### src/rtl/uart_pkg.sv
// Shared UART constants: data width, default FIFO depth, oversampling and frame size.
package uart_pkg;

   localparam int unsigned UART_DATA_W        = 8;
   localparam int unsigned UART_FIFO_DEPTH    = 16;
   localparam int unsigned UART_OVS           = 16;
   localparam int unsigned UART_FRAME_BITS    = 10;
   localparam int unsigned UART_TIMEOUT_CHARS = 4;

   // Idle time of four character frames, expressed in oversample ticks
   localparam int unsigned UART_TIMEOUT_TICKS = UART_TIMEOUT_CHARS * UART_FRAME_BITS * UART_OVS;

endpackage : uart_pkg

### src/rtl/uart_fifo_mem.sv
// Simple dual-port register array: synchronous write port, asynchronous read port.
// Contents are intentionally not reset.
module uart_fifo_mem #(
   parameter int unsigned DEPTH  = 16,
   parameter int unsigned DATA_W = 8
) (
   input  logic                     clk,
   input  logic                     we,
   input  logic [$clog2(DEPTH)-1:0] waddr,
   input  logic [DATA_W-1:0]        wdata,
   input  logic [$clog2(DEPTH)-1:0] raddr,
   output logic [DATA_W-1:0]        rdata
);

   logic [DATA_W-1:0] mem [DEPTH];

   // Write port
   always_ff @(posedge clk) begin
      if (we) begin
         mem[waddr] <= wdata;
      end
   end

   // Asynchronous read port
   assign rdata = mem[raddr];

endmodule : uart_fifo_mem

### src/rtl/uart_rx_fifo.sv
// UART receive FIFO: first-word-fall-through byte buffer with overrun and fill-level flags.
// Optional character timeout enabled by defining UART_RX_TIMEOUT_EN.
module uart_rx_fifo
   import uart_pkg::*;
#(
   parameter int unsigned DEPTH         = UART_FIFO_DEPTH,
   parameter int unsigned DATA_W        = UART_DATA_W,
   parameter int unsigned THRESH        = 8,
   parameter int unsigned TIMEOUT_TICKS = UART_TIMEOUT_TICKS
) (
   input  logic                   clk,
   input  logic                   arst_n,
   input  logic                   baud_tick,
   input  logic                   rx_valid,
   input  logic [DATA_W-1:0]      rx_data,
   input  logic                   rd_en,
   output logic [DATA_W-1:0]      rd_data,
   output logic                   empty,
   output logic                   full,
   output logic [$clog2(DEPTH):0] count,
   output logic                   level_irq,
   output logic                   overrun,
   input  logic                   clr_overrun,
   output logic                   timeout
);

   localparam int unsigned AW = $clog2(DEPTH);
   localparam int unsigned PW = AW + 1;

   logic [PW-1:0] wr_ptr, rd_ptr;
   logic [PW-1:0] wr_nxt, rd_nxt, count_nxt;
   logic          wr_ok, rd_ok, drop;
   logic          empty_nxt, full_nxt;

   // Accept/drop decisions; a read on a full FIFO frees the slot for a same-cycle write
   always_comb begin
      rd_ok     = rd_en && !empty;
      wr_ok     = rx_valid && (!full || rd_ok);
      drop      = rx_valid && full && !rd_ok;
      wr_nxt    = wr_ptr + PW'(wr_ok);
      rd_nxt    = rd_ptr + PW'(rd_ok);
      count_nxt = wr_nxt - rd_nxt;
      empty_nxt = (wr_nxt == rd_nxt);
      full_nxt  = (wr_nxt[AW-1:0] == rd_nxt[AW-1:0]) && (wr_nxt[AW] != rd_nxt[AW]);
   end

   // Pointers and registered status flags
   always_ff @(posedge clk or negedge arst_n) begin
      if (!arst_n) begin
         wr_ptr    <= '0;
         rd_ptr    <= '0;
         count     <= '0;
         empty     <= 1'b1;
         full      <= 1'b0;
         level_irq <= 1'b0;
      end else begin
         wr_ptr    <= wr_nxt;
         rd_ptr    <= rd_nxt;
         count     <= count_nxt;
         empty     <= empty_nxt;
         full      <= full_nxt;
         level_irq <= (count_nxt >= PW'(THRESH));
      end
   end

   // Sticky overrun; a new drop wins over a same-cycle clear
   always_ff @(posedge clk or negedge arst_n) begin
      if (!arst_n) begin
         overrun <= 1'b0;
      end else if (drop) begin
         overrun <= 1'b1;
      end else if (clr_overrun) begin
         overrun <= 1'b0;
      end
   end

   uart_fifo_mem #(
      .DEPTH  (DEPTH),
      .DATA_W (DATA_W)
   ) u_mem (
      .clk   (clk),
      .we    (wr_ok),
      .waddr (wr_ptr[AW-1:0]),
      .wdata (rx_data),
      .raddr (rd_ptr[AW-1:0]),
      .rdata (rd_data)
   );

`ifdef UART_RX_TIMEOUT_EN
   localparam int unsigned TW = $clog2(TIMEOUT_TICKS + 1);

   logic [TW-1:0] tick_cnt, tick_nxt;

   // Idle tick counter: restarts on any FIFO activity or while empty, saturates at the limit
   always_comb begin
      tick_nxt = tick_cnt;
      if (wr_ok || rd_ok || empty) begin
         tick_nxt = '0;
      end else if (baud_tick && (tick_cnt != TW'(TIMEOUT_TICKS))) begin
         tick_nxt = tick_cnt + TW'(1);
      end
   end

   // Counter register and timeout flag
   always_ff @(posedge clk or negedge arst_n) begin
      if (!arst_n) begin
         tick_cnt <= '0;
         timeout  <= 1'b0;
      end else begin
         tick_cnt <= tick_nxt;
         timeout  <= (tick_nxt == TW'(TIMEOUT_TICKS));
      end
   end
`else
   logic unused_baud;
   assign unused_baud = baud_tick;
   assign timeout     = 1'b0;
`endif

endmodule : uart_rx_fifo

### config.mk
export PLATFORM = sky130hd
export DESIGN_NAME = uart_rx_fifo
export DESIGN_NICKNAME = d
export VERILOG_FILES = /design/src/rtl/uart_pkg.sv /design/src/rtl/uart_fifo_mem.sv /design/src/rtl/uart_rx_fifo.sv
export SDC_FILE = /design/constraint.sdc
export NUM_CORES = 1
export LEC_CHECK = 0
export CORE_MARGIN = 5
export CORE_UTILIZATION = 64
export DETAILED_ROUTE_END_ITERATION = 16
export GPL_ROUTABILITY_DRIVEN = 0
export MAX_ROUTING_LAYER = met4
export PLACE_DENSITY = 0.84
export SLEW_MARGIN = 20
export SYNTH_ARGS = -nofsm -noshare
export SYNTH_HDL_FRONTEND = slang
export SYNTH_HIERARCHICAL = 1
export SYNTH_SLANG_ARGS = --single-unit
### constraint.sdc
create_clock -name clk -period 4.8 [get_ports clk]
set_input_delay 0.96 -clock clk [delete_from_list [all_inputs] [get_ports clk]]
set_output_delay 0.96 -clock clk [all_outputs]
set_load 0.01 [all_outputs]
* Word level (Yosys, flattened, before mapping)
Memory sizes are Yosys's and may differ from the RTL's.
Cells that the tools add are included.
** Word-level totals
- Register bits after elaboration :: 19
- Bits in writable memories :: 128
- Input bits :: 14
- Output and inout port bits :: 18
- Word-level logic and storage cells :: 29
- Memories kept :: 1
** Operators by class
- Add/sub/neg operators :: 3
- Order comparisons :: 1
- Equality and inequality tests :: 3
- Muxes and demuxes :: 4
- Reductions and logical operators :: 10
** Memory list
- u_mem.mem :: words 16, width 8, rd ports 1, clocked after Yosys merged registers in 0, wr ports 1, RTL line uart_fifo_mem.sv:15 : logic [DATA_W-1:0] mem [DEPTH];
** Operators with widths (count)
- $add A5 B1 Y5 :: 2
- $eq A5 B5 Y1 :: 1
- $ge A5 B4 Y1 const B :: 1
- $logic_and A1 B1 Y1 :: 5
- $sub A5 B5 Y5 :: 1
- $eq A4 B4 Y1 :: 1
- $mux W1 :: 4
- $logic_not A1 Y1 :: 3
- $reduce_bool A2 Y1 :: 1
- $logic_or A1 B1 Y1 :: 1
- $ne A1 B1 Y1 :: 1

* Logic depth before layout (Yosys ltp)
Gate-level depths: netlist of run 1.
- Word-level depth :: 7
- Depth in mapped cells :: 12
- Depth with buffers taken out :: 12

* Cells and area by module
The synthesis of run 1 kept the hierarchy.
** Modules (own cells, without submodules)
- uart_fifo_mem :: instances 1, cells each 221, area each 4987.3 µm², seq. area each 3843.7 µm²
- uart_rx_fifo :: instances 1, cells each 71, area each 867.1 µm², seq. area each 476.7 µm²

* Worst setup path before layout of run 1
No wires, ideal clock.
- Kind :: input port to flip-flop
- From :: in rd_en
- To :: reg level_irq
- Setup time :: 0.124 ns
- Data arrival time :: 2.958 ns
- Required time :: 4.676 ns
- Slack :: 1.718 ns
- Cell stages on the path :: 12
- Path through :: nand2b_1 a21boi_0 ha_1 inv_1 ha_1 inv_1 fa_1 a21oi_1 nor2b_1 nor2_1 xnor2_1 or2_1
** Between the ends
- Cells in the longest elaborated chain, start to end :: 6
- Elaborated cells between the ends (all ways) :: 7
- Those cells by class :: 3 x add/sub; 1 x order compare; 3 x reduce/logical
** Ends and longest elaborated chain
- from (decl) :: RTL line uart_rx_fifo.sv:16 : input logic rd_en,
- $logic_and A1 B1 Y1 :: RTL line uart_rx_fifo.sv:37 : rd_ok = rd_en && !empty;
- $logic_or A1 B1 Y1 :: RTL line uart_rx_fifo.sv:38 : wr_ok = rx_valid && (!full || rd_ok);
- $logic_and A1 B1 Y1 :: RTL line uart_rx_fifo.sv:38
- via wr_ok :: RTL line uart_rx_fifo.sv:32 : logic wr_ok, rd_ok, drop;
- $add A5 B1 Y5 :: RTL line uart_rx_fifo.sv:40 : wr_nxt = wr_ptr + PW'(wr_ok);
- via wr_nxt[0] :: RTL line uart_rx_fifo.sv:31 : logic [PW-1:0] wr_nxt, rd_nxt, count_nxt;
- $sub A5 B5 Y5 :: RTL line uart_rx_fifo.sv:42 : count_nxt = wr_nxt - rd_nxt;
- via count_nxt[4] :: RTL line uart_rx_fifo.sv:31
- $ge A5 B4 Y1 :: RTL line uart_rx_fifo.sv:62 : level_irq <= (count_nxt >= PW'(THRESH));
- to (signal assigned) :: RTL line uart_rx_fifo.sv:62
- to (decl) :: RTL line uart_rx_fifo.sv:21 : output logic level_irq,
The timed path passes the listed nets, and every way through them passes these cells.
A chain may end at the register's enable or synchronous reset.

* Worst setup path after layout of run 1
- From :: reg rd_ptr[0]
- To :: out rd_data[3]
** Between the ends
- Cells in the longest elaborated chain, start to end :: 1
** Ends and longest elaborated chain
- from (decl) :: RTL line uart_rx_fifo.sv:30 : logic [PW-1:0] wr_ptr, rd_ptr;
- from (signal assigned) :: RTL line uart_rx_fifo.sv:58 : rd_ptr <= rd_nxt;
- $mem_v2 Z16 W8
- to (decl) :: RTL line uart_rx_fifo.sv:17 : output logic [DATA_W-1:0] rd_data,
No other way between the ends.

==> results.md, run 1 <==
* Crit. Startpoint: rd_ptr[0]$_DFF_PN0_
* Critical Path RT at around 3.8 ns
* Antenna Cells at 0
* Mean Syn Cell Area at 20.0 um2
* Clock sink total at between 100 and 150
* Via/cell ratio at roughly 6.4
* RSZ-0062 raised after global routing: false
* Maximum VDD drop at 0.517 mV
* Routed wire length at about 11 mm
* ANT nets after route at 0
* Slowest stage delay, CP at about 0.70 ns
* Hold Buf Count CTS at 0
* HP Class: reg -> reg
* CP max stage cell: dfrtp_2
* Leakage power figure at 2.35 nW
* Fin crit share at between 80% and 90%
* Starting Density at roughly 65%
* Total gr overflow at 0
* Internal Power at roughly 0.003 W
* Setup crit end: rd_data[3]
* Yosys reg bits at about 150
* Setup repair bufs after CTS at 0
* Final slew viol count at 0
* Clk slew on worst S/H paths at 0.06 ns
* Cell Rows at 35
* Post-CTS sizing at 0
* Critical Path Stages at 5
* Clk network pwr share at around a quarter
* Most frequent cell after synthesis: edfxtp_1
* Buf+Inv Stages, Crit Path at 2
* Design area at just under 0.007 mm2
* CTS tree: built
* Post-synthesis cell count at 292
* Die height at between 100 and 150 um
* CTS root buf: clkbuf_8
* Final-stage net count at roughly 360
* Slew HR at 36.5%
* Post-synth EDFFs at ~130
* Ys async rst share at 12.9%
* Share of cells above drive strength 1 at around 18%
* Part of the power in combinational logic at approximately 34%
* Final setup violation count at 0
* Status: complete, no violations
* Sw frac at between 30% and 40%
* Crit path max-delay family: buffers and inverters
* H-tree depth at 4
* Reg2reg setup slack at roughly 1.8 ns
* Net Sw Power at around 0.0015 W
* Worst-Skew Late Latency at around 0.52 ns
* GRT Total Usage at 23.6%
* Fillers at between 500 and 600
* Crit end category: output pin
* CP Max Fanout at 17
* Placed insts at ~430
* Share of the synthesized area in the top cell type at between 60% and 70%
* CP Cell Sequence: buf_4 > mux4_1 > a22oi_1 > nand2_1 > clkdlybuf4s50_1
* HPWL Detailed at around 6.7 mm
* Synth area leaders: edfxtp_1 66%, dfrtp_1 7.7%, mux4_2 6.9%, mux4_1 6.3%, a22oi_1 2.1%
* Slew @ Worst Pin at 0.949 ns
* Reg2reg path depth at 12
* Synth cell count leaders: 128 x edfxtp_1, 18 x dfrtp_1, 18 x mux4_2
* Yosys warns at 6
* Max Cap Violations at 0
* Core Footprint at 0.00906 mm2
* First-pass GRT wire length at 18.2 mm
* Num CTS Buffers at 17
* Fmax achieved at between 0.2 and 0.25 GHz
* Pin count of the biggest net entering global routing at 25
* Multi-input gate area at approximately 0.0014 mm2
* Vias after detailed routing at approximately 3000
* Syn_nets at 315
* Input/output buffers at 29
* Reg2Reg Launch Point: empty$_DFF_PN1_
* Placed Area at ~0.0062 mm2
* DR pass1 iterations at 5
* Die X at ~110 um
* Initial DRC Count at 305
* Final hold vios at 0
* IO Pins at 32
* Initial antenna violation count at 0
* Setup TNS at 0 ns
* Pwr dens at 656 mW/mm2
* Finished Layout Cells at around 460
* Storage element area at 0.00432 mm2
* Synth-to-layout area growth at 15.7%
* DRC violations left at 0
* CP startpoint kind: register
* Sequential share of power at roughly 40%
* WL per Instance at roughly 25 um
* RR Endpoint: level_irq$_DFF_PN0_
* CP Class: reg -> out
* Number of global-route vias before repair at about 3100
* Sequential fraction of the synthesis area at about three quarters
* CP arrival at 3.12 ns
* Final min period at 4.08 ns
* Predominant post-synthesis flop cell: edfxtp_1
* Max clock buf depth at 2
* Worst Skew at 0.00989 ns
* Leading area contributor after synthesis: edfxtp_1
* Post-Syn Area at ~0.006 mm2
* Die area at approximately 0.011 mm2
* Cell variety after synth at 35
through the flow:
step           util [%]  hold WS (ns)  setup slack, ns  power (W)
3_5_place_dp       68.8         0.531            0.776    0.00327
5_1_grt            74.7         0.581            0.522    0.00469
4_1_cts            74.7         0.548            0.609    0.00448
3_3_place_gp       68.8         0.515            0.906    0.00322
6_report           74.7         0.531            0.715    0.00444
2_1_floorplan         -         0.502             1.72    0.00276
cells by family (layout without fill, tap and decap cells):
kind of cell / count (synthesis) / after routing / share of synthesized area, %
DFF: 147 / 147 / 73.8
muxes: 32 / 32 / 13.2
and+or+nand+nor: 47 / 47 / 3.85
adders and majority gates: 9 / 9 / 2.05
other: 1 / 1 / 0.0641
buffers and inverters: 23 / 79 / 2.37
xor gates and xnor gates: 12 / 12 / 2.05
AOI/OAI and AO/OA: 21 / 21 / 2.61
routing by layer:
metal  vias up  track usage, %  wire (um)
li1       1256               -          -
met1      1521            30.6       4480
met2       159            37.1       5980
met3         8            6.37        847
met4         0            7.22        110
met5         -               -          0
registers in the layout, summed over array words and instances, names as in the netlist:
name,count
wr_ptr,5
level_irq,1
rd_ptr,5
u_mem/mem,128
overrun,1
empty,1
count,5
full,1
cell type report:
| class | instances | area share (%) |
|---|---|---|
| sequential | 147 | 63.8 |
| clock buffer | 17 | 6.11 |
| timing repair buffer | 35 | 4.95 |
| multi-input combinational | 122 | 20.6 |
| clock inverter | 15 | 1.85 |
| inverter | 12 | 0.665 |
| tap | 111 | 2.05 |
power by group through the flow:
| stage | sequential (W) | clock (W) | combinational (W) |
|---|---|---|---|
| 3_5_place_dp | 0.00179 | 0 | 0.00149 |
| 4_1_cts | 0.00177 | 0.00120 | 0.00151 |
| 3_3_place_gp | 0.00177 | 0 | 0.00145 |
| 2_1_floorplan | 0.00173 | 0 | 0.00104 |
| 6_report | 0.00177 | 0.00118 | 0.00149 |
| 5_1_grt | 0.00179 | 0.00126 | 0.00163 |
worst min-delay path, cell delays in order (launching register included):
cell,delay (ns)
dfrtp_1,0.36
nand3_1,0.06
o21ai_0,0.07
layout by cell type, fill, tap and decap left out, types with 2 or more instances in the layout:
cell / Yosys / layout
edfxtp_1: 128 / 128
clkdlybuf4s50_1: 0 / 29
mux4_2: 18 / 18
dfrtp_1: 18 / 17
nor2_1: 16 / 16
clkbuf_16: 0 / 16
a22oi_1: 16 / 16
mux4_1: 14 / 14
inv_1: 12 / 12
nand2_1: 9 / 9
ha_1: 8 / 8
nand3_1: 6 / 6
xnor2_1: 6 / 6
inv_6: 0 / 6
buf_4: 2 / 6
xor2_1: 4 / 4
nor3_1: 4 / 4
nand2b_1: 3 / 3
clkinv_4: 0 / 3
nor2b_1: 2 / 2
clkinvlp_4: 0 / 2
inv_8: 0 / 2
nand3b_1: 2 / 2
worst min path at each step:
stage	slack, ns	from	depth (start not counted)	end
finish	0.53	full$_DFF_PN0_	2	overrun$_DFFE_PN0P_
global route	0.58	overrun$_DFFE_PN0P_	2	overrun$_DFFE_PN0P_
CTS	0.55	full$_DFF_PN0_	2	overrun$_DFFE_PN0P_
detailed placement	0.53	full$_DFF_PN0_	2	overrun$_DFFE_PN0P_
global placement	0.52	full$_DFF_PN0_	2	overrun$_DFFE_PN0P_
floorplan	0.50	wr_ptr[4]$_DFF_PN0_	2	wr_ptr[4]$_DFF_PN0_
No activity file was read; power rests on OpenSTA's default activity.
==> run 2, diff against run 1 <==
--- a/config.mk
+++ b/config.mk
@@ -6,12 +6,12 @@
 export NUM_CORES = 1
 export LEC_CHECK = 0
 export CORE_MARGIN = 5
-export CORE_UTILIZATION = 64
+export CORE_UTILIZATION = 60
+export CTS_CLUSTER_SIZE = 25
 export DETAILED_ROUTE_END_ITERATION = 16
 export GPL_ROUTABILITY_DRIVEN = 0
 export MAX_ROUTING_LAYER = met4
-export PLACE_DENSITY = 0.84
-export SLEW_MARGIN = 20
+export PLACE_DENSITY = 0.8
 export SYNTH_ARGS = -nofsm -noshare
 export SYNTH_HDL_FRONTEND = slang
 export SYNTH_HIERARCHICAL = 1
==> run 2 against run 1 <==
  * Sequential share of layout area decreased by 1.4 points
  * Power increased by 5.9%
  * Fmax increased by 0.64%
  * Sequential power about the same
  * Routed wire length decreased by 3.5%
  * Register-to-register slack improved by 0.08 ns
  * Flip-flop and latch count unchanged
  * Die area increased by 6.0%
  * Global-route usage decreased by 2.2 points
  * Highest routed layer unchanged
  * First-iteration DRC count decreased by 15%
  * Worst setup slack improved by 0.026 ns
==> results.md, run 2 (synthesis gave the netlist of run 1 again) <==
* ANT nets after route at 0 (unchanged)
* Sw frac at 29.8% (-2.9 points)
* Final hold vios at 0 (unchanged)
* Clk network pwr share at 30.5% (+3.8 points)
* Antenna Cells at 0 (unchanged)
* Max Cap Violations at 0 (unchanged)
* Finished Layout Cells at 483 (+5.2%)
* Hold Buf Count CTS at 0 (unchanged)
* Number of global-route vias before repair at 2930 (-5.8%)
* Final min period at 4.06 ns (-0.0258 ns)
* Share of cells above drive strength 1 at 17.4% (-0.10 points)
* Final-stage net count at 360 (+0.56%)
* Crit end category: output pin
* CP Max Fanout at 18 (+1)
* Most frequent cells in the layout: 128 x edfxtp_1, 29 x clkdlybuf4s50_1, 18 x mux4_2, 17 x dfrtp_1
* Placed insts at 451 (+5.6%)
* Synth-to-layout area growth at 18.3%
* Clk slew on worst S/H paths at 0.06 ns (about the same)
* Num CTS Buffers at 17 (unchanged)
* CP Class: reg -> out
* Maximum VDD drop at 0.489 mV (-5.5%)
* DRC violations left at 0 (unchanged)
* Place WS at 0.906 ns (+0.130 ns)
* HP Class: reg -> reg
* Setup repair bufs after CTS at 0 (unchanged)
* Pin count of the biggest net entering global routing at 24 (-4.0%)
* Initial antenna violation count at 0 (unchanged)
* Status: complete, no violations
* Reg2reg path depth at 12 (unchanged)
* Initial DRC Count at 258 (-15%)
* Die height at 109 um (+3.0%)
* Fillers at 583 (+16%)
* Die X at 109 um (+3.0%)
* First-pass GRT wire length at 17.0 mm (-6.6%)
* Worst Skew at 0.00797 ns (-0.00191 ns)
* Input/output buffers at 29 (unchanged)
* DR pass1 iterations at 5 (unchanged)
* Slew HR at 31.8% (-4.7 points)
* WL per Instance at 22.8 um (-8.3%)
* CP arrival at 3.10 ns (-0.02 ns)
* Final setup violation count at 0 (unchanged)
* RSZ-0062 raised after global routing: false
* H-tree depth at 4 (unchanged)
* CTS tree: built
* Routed wire length at 11.0 mm (-3.5%)
* CP startpoint kind: register
* IO Pins at 32 (unchanged)
* Critical Path RT at 3.84 ns (about the same)
* Die area at 0.0118 mm2 (+6.0%)
* Starting Density at 60.7% (-3.8 points)
* Net Sw Power at 0.00140 W (-3.7%)
* Commonest non-fill, non-tap cell in the layout: edfxtp_1
* Clock sink total at 147 (unchanged)
* Setup TNS at 0 ns (unchanged)
* GRT Total Usage at 21.4% (-2.2 points)
* HPWL Detailed at 6.85 mm (+2.5%)
* Finished Core Util at 71.9% (-2.9 points)
* CTS root buf: clkbuf_8
* Setup ws final at 0.741 ns (+0.0258 ns)
* Core Footprint at 0.00964 mm2 (+6.3%)
* Via/cell ratio at 6.02 (-6.1%)
* Internal Power at 0.00330 W (+11%)
* Max clock buf depth at 2 (unchanged)
* Fmax achieved at 0.246 GHz (+0.64%)
* Most flops, register: u_mem/mem
* Worst-Skew Late Latency at 0.52 ns (about the same)
* Post-CTS sizing at 0 (unchanged)
* Fin crit share at 84.6% (-0.54 points)
* Worst hold path depth at 2 (unchanged)
* Vias after detailed routing at 2909 (-1.2%)
* Total gr overflow at 0 (unchanged)
* Max FFs per register at 128 (unchanged)
* Cell Rows at 36 (+2.9%)
* Final slew viol count at 0 (unchanged)
* Part of the power in combinational logic at 31.5% (-2.0 points)
* Leakage power figure at 2.42 nW (+2.7%)
* Hold slack at 0.514 ns (-0.0168 ns)
* Slew @ Worst Pin at 1.02 ns (+0.0738 ns)
* Pwr dens at 679 mW/mm2 (+3.5%)
* Sequential share of power at 38.0% (-1.9 points)
## run 2: cell count changes in the layout (fill, tap and decap cells not counted), sizes merged
cell,before,now
buf,6,8
bufinv,0,6
clkinv,5,6
clkinvlp,2,1
inv,20,14
## run 2: routing by layer
metal	routed length (um)	vias up	part of all wire [%]	GRT usage, %
li1	-	1269	-	-
met1	4420	1504	40	27.2
met2	5730	121	52	34.2
met3	689	15	6.3	5.03
met4	170	0	1.5	7.66
met5	0	-	0	-
## run 2: final timing paths
path / from / endpoint / slack (ns)
worst max-delay path: rd_ptr[0]$_DFF_PN0_ / rd_data[1] / 0.74
worst min-delay path: full$_DFF_PN0_ / overrun$_DFFE_PN0P_ / 0.51
worst max register to register: empty$_DFF_PN1_ / level_irq$_DFF_PN0_ / 1.87
worst min register to register: full$_DFF_PN0_ / overrun$_DFFE_PN0P_ / 0.51
max in group asynchronous: arst_n / rd_ptr[0]$_DFF_PN0_ / 3.32
min in group asynchronous: arst_n / count[3]$_DFF_PN0_ / 0.92
## run 2: final cells by class
type	instances	area [um2]	area share, %
timing repair buffer	37	350	5.06
tap	133	166	2.40
clock buffer	17	414	5.98
multi-input combinational	122	1400	20.1
clock inverter	15	235	3.40
inverter	12	45.0	0.650
sequential	147	4320	62.4
## run 2: worst max-delay path, stage by stage (launching register included)
cell and delay, ns:
dfrtp_2 0.73, buf_4 0.35, mux4_1 0.62, a22oi_1 0.29
nand2_1 0.10, clkdlybuf4s50_1 0.49
## run 2: through the flow
step	area, um2	total power [W]
3_5_place_dp	6280	0.00328
6_report	6930	0.00470
4_1_cts	6930	0.00474
5_1_grt	6930	0.00495
2_1_floorplan	5850	0.00276
3_3_place_gp	6280	0.00324
## run 2: power by group through the flow
stage | Clock (W) | Combinational, W | Sequential [W]
floorplan | 0 | 0.00104 | 0.00173
global placement | 0 | 0.00144 | 0.00179
detailed placement | 0 | 0.00147 | 0.00181
CTS | 0.00145 | 0.00150 | 0.00179
global route | 0.00151 | 0.00162 | 0.00182
finish | 0.00143 | 0.00148 | 0.00179
==> run 3, diff against run 2 <==
--- a/config.mk
+++ b/config.mk
@@ -6,12 +6,12 @@
 export NUM_CORES = 1
 export LEC_CHECK = 0
 export CORE_MARGIN = 5
-export CORE_UTILIZATION = 60
+export CORE_UTILIZATION = 59
 export CTS_CLUSTER_SIZE = 25
 export DETAILED_ROUTE_END_ITERATION = 16
 export GPL_ROUTABILITY_DRIVEN = 0
 export MAX_ROUTING_LAYER = met4
-export PLACE_DENSITY = 0.8
+export PLACE_DENSITY = 0.79
 export SYNTH_ARGS = -nofsm -noshare
 export SYNTH_HDL_FRONTEND = slang
 export SYNTH_HIERARCHICAL = 1
==> constraint.sdc (replaced) <==
create_clock -name clk -period 4.25 [get_ports clk]
set_input_delay 0.85 -clock clk [delete_from_list [all_inputs] [get_ports clk]]
set_output_delay 0.85 -clock clk [all_outputs]
set_load 0.01 [all_outputs]
==> run 3 against run 2 <==
  * Flip-flop and latch count unchanged
  * Clock skew down 0.0010 ns
  * Sequential share of layout area up 0.65 points
  * Highest routed layer unchanged
  * Hold slack better by 0.022 ns
  * Worst setup slack worse by 0.32 ns
==> results.md, run 3 (synthesis gave the netlist of run 1 again) <==
* Status: complete, no violations
* Maximum VDD drop at 0.513 mV (+4.8%)
* Via/cell ratio at 5.91 (-1.9%)
* Slew @ Worst Pin at 0.912 ns (-0.111 ns)
* Die area at 0.0120 mm2 (+1.5%)
* Final slew viol count at 0 (unchanged)
* Fin crit share at roughly nine tenths
* Top layer in use: met4
* Num CTS Buffers at 17 (unchanged)
* Hold Path End: wr_ptr[4]$_DFF_PN0_
* Reg2Reg Launch Point: empty$_DFF_PN1_
* CP Max Fanout at 15 (-3)
* Input/output buffers at 29 (unchanged)
* First-pass GRT wire length at 17.1 mm (+0.49%)
* Worst Hold Launch: wr_ptr[4]$_DFF_PN0_
* Commonest non-fill, non-tap cell in the layout: edfxtp_1
* Reg2reg path depth at 11 (-1)
* Worst-Skew Late Latency at 0.51 ns (about the same)
* Worst hold path depth at 2 (unchanged)
* Cell Rows at 36 (unchanged)
* Post-CTS sizing at 0 (unchanged)
* Setup TNS at 0 ns (unchanged)
* Internal Power at 0.00343 W (+3.8%)
* Reg2reg setup slack at 1.53 ns (-0.34 ns)
* Most flops, register: u_mem/mem
* Final setup violation count at 0 (unchanged)
* Final min period at 3.83 ns
* CP arrival at 2.98 ns (-0.12 ns)
* Met1 Wirelength at 4.35 mm (-1.5%)
* Slowest stage delay, CP at 0.66 ns (-0.07 ns)
* Fmax achieved at 0.261 GHz
* Initial DRC Count at 265 (+2.7%)
* Final hold vios at 0 (unchanged)
* HPWL Detailed at 6.85 mm (about the same)
* RR Endpoint: level_irq$_DFF_PN0_
* Pwr Total at 0.00499 W (+6.2%)
* Antenna Cells at 0 (unchanged)
* Initial antenna violation count at 0 (unchanged)
* DR pass1 iterations at 4 (-1)
* CP Class: reg -> out
* Net Sw Power at 0.00157 W (+12%)
* Sw frac at 31.4% (+1.6 points)
* CTS tree: built
* Synth-to-layout area growth at 17.1%
* Number of global-route vias before repair at 3148 (+7.4%)
* Slew HR at 39.0% (+7.1 points)
* Sequential share of power at 39.4% (+1.4 points)
* RSZ-0062 raised after global routing: false
* Share of cells above drive strength 1 at 18.8% (+1.4 points)
* Core Footprint at 0.00973 mm2 (+0.93%)
* Clk network pwr share at 26.4% (-4.1 points)
* Hold Buf Count CTS at 0 (unchanged)
* WL per Instance at 22.5 um (-1.4%)
* Starting Density at 60.2% (-0.56 points)
* Buf+Inv Stages, Crit Path at 2 (unchanged)
* Critical Path RT at 3.40 ns (-0.44 ns)
* Most frequent cells in the layout: 128 x edfxtp_1, 29 x clkdlybuf4s50_1, 18 x mux4_2, 17 x dfrtp_1
* CP Cell Sequence: buf_4 > mux4_1 > a22oi_1 > nand2_1 > clkdlybuf4s50_1
* Max FFs per register at 128 (unchanged)
* CP max stage cell: dfrtp_2
* Die X at 110 um (+0.76%)
* Clk slew on worst S/H paths at 0.06 ns (about the same)
* Pwr dens at 728 mW/mm2 (+7.3%)
* Crit path max-delay family: buffers and inverters
* HP Class: reg -> reg
* GRT Total Usage at 21.0% (-0.43 points)
* Pin count of the biggest net entering global routing at 33 (+38%)
* Total gr overflow at 0 (unchanged)
* Routed wire length at 11.0 mm (-0.13%)
* IO Pins at 32 (unchanged)
* DRC violations left at 0 (unchanged)
* Vias after detailed routing at 2888 (-0.72%)
* H-tree depth at 4 (unchanged)
* Leakage power figure at 2.38 nW (-1.6%)
* Die height at 110 um (+0.76%)
* Wire length on met3 at 813 um (+18%)
* CTS root buf: clkbuf_8
* Final-stage net count at 366 (+1.7%)
* Max Cap Violations at 0 (unchanged)
* Met2 wire len at 5.72 mm (-0.24%)
* Crit end category: output pin
* ANT nets after route at 0 (unchanged)
* Max clock buf depth at 2 (unchanged)
* CP startpoint kind: register
* Clock sink total at 147 (unchanged)
* Part of the power in combinational logic at 34.2% (+2.7 points)
* Setup repair bufs after CTS at 0 (unchanged)
* Worst Skew at 0.00697 ns (-0.00100 ns)
## run 3: cell types whose count changed in the layout (fill, tap and decap cells not counted), sizes merged
cell,delta
bufinv,-5
inv,-2
clkinv,+2
clkinvlp,+5
buf,+6
## run 3: cell type report
| class | instances | area [um2] |
|---|---|---|
| clock buffers | 17 | 414 |
| clock inverters | 15 | 119 |
| fillers | 608 | 2870 |
| inverters | 12 | 45.0 |
| multi-input cells | 122 | 1400 |
| flip-flops and latches | 147 | 4320 |
| well taps | 133 | 166 |
| repair buffers | 43 | 395 |
## run 3: worst max path at each step
stage	to	cells after the start	slack, ns	startpoint
global placement	level_irq$_DFF_PN0_	14	0.76	rd_en
detailed placement	level_irq$_DFF_PN0_	14	0.68	rd_en
floorplan	level_irq$_DFF_PN0_	12	1.28	rd_en
global route	rd_data[4]	5	0.21	rd_ptr[0]$_DFF_PN0_
CTS	rd_data[2]	5	0.35	rd_ptr[0]$_DFF_PN0_
finish	rd_data[2]	5	0.42	rd_ptr[0]$_DFF_PN0_
## run 3: per-stage QoR
stage          hold slack, ns  setup slack [ns]  instance area, um2  utilization, %  std cells
6_report                0.537             0.424                6860            70.5        489
5_1_grt                 0.572             0.215                6860            70.5        489
4_1_cts                 0.539             0.347                6860            70.5        489
3_5_place_dp            0.527             0.678                6320            65.0        457
3_3_place_gp            0.513             0.756                6320            65.0        457
2_1_floorplan           0.502              1.28                5850               -        292
## run 3: power groups by stage
stage / Clock, W / Combinational, W / Sequential [W]
floorplan: 0 / 0.00117 / 0.00195
global placement: 0 / 0.00168 / 0.00198
detailed placement: 0 / 0.00172 / 0.00200
CTS: 0.00134 / 0.00173 / 0.00197
global route: 0.00141 / 0.00187 / 0.00200
finish: 0.00132 / 0.00171 / 0.00197
## run 3: per-layer routing
metal | vias up | global-route usage (%)
met5 | - | -
met4 | 0 | 7.84
met3 | 8 | 5.99
met2 | 131 | 32.9
met1 | 1472 | 26.3
li1 | 1277 | -
## run 3: worst register-to-register path, cell delays in order (launching register included)
cell,delay (ns)
dfstp_2,0.53
nand2b_1,0.14
a21boi_0,0.13
buf_4,0.18
ha_1,0.19
ha_1,0.25
xor2_1,0.18
ha_1,0.34
a31oi_1,0.22
o21ai_2,0.08
xor2_1,0.15
or2_1,0.21
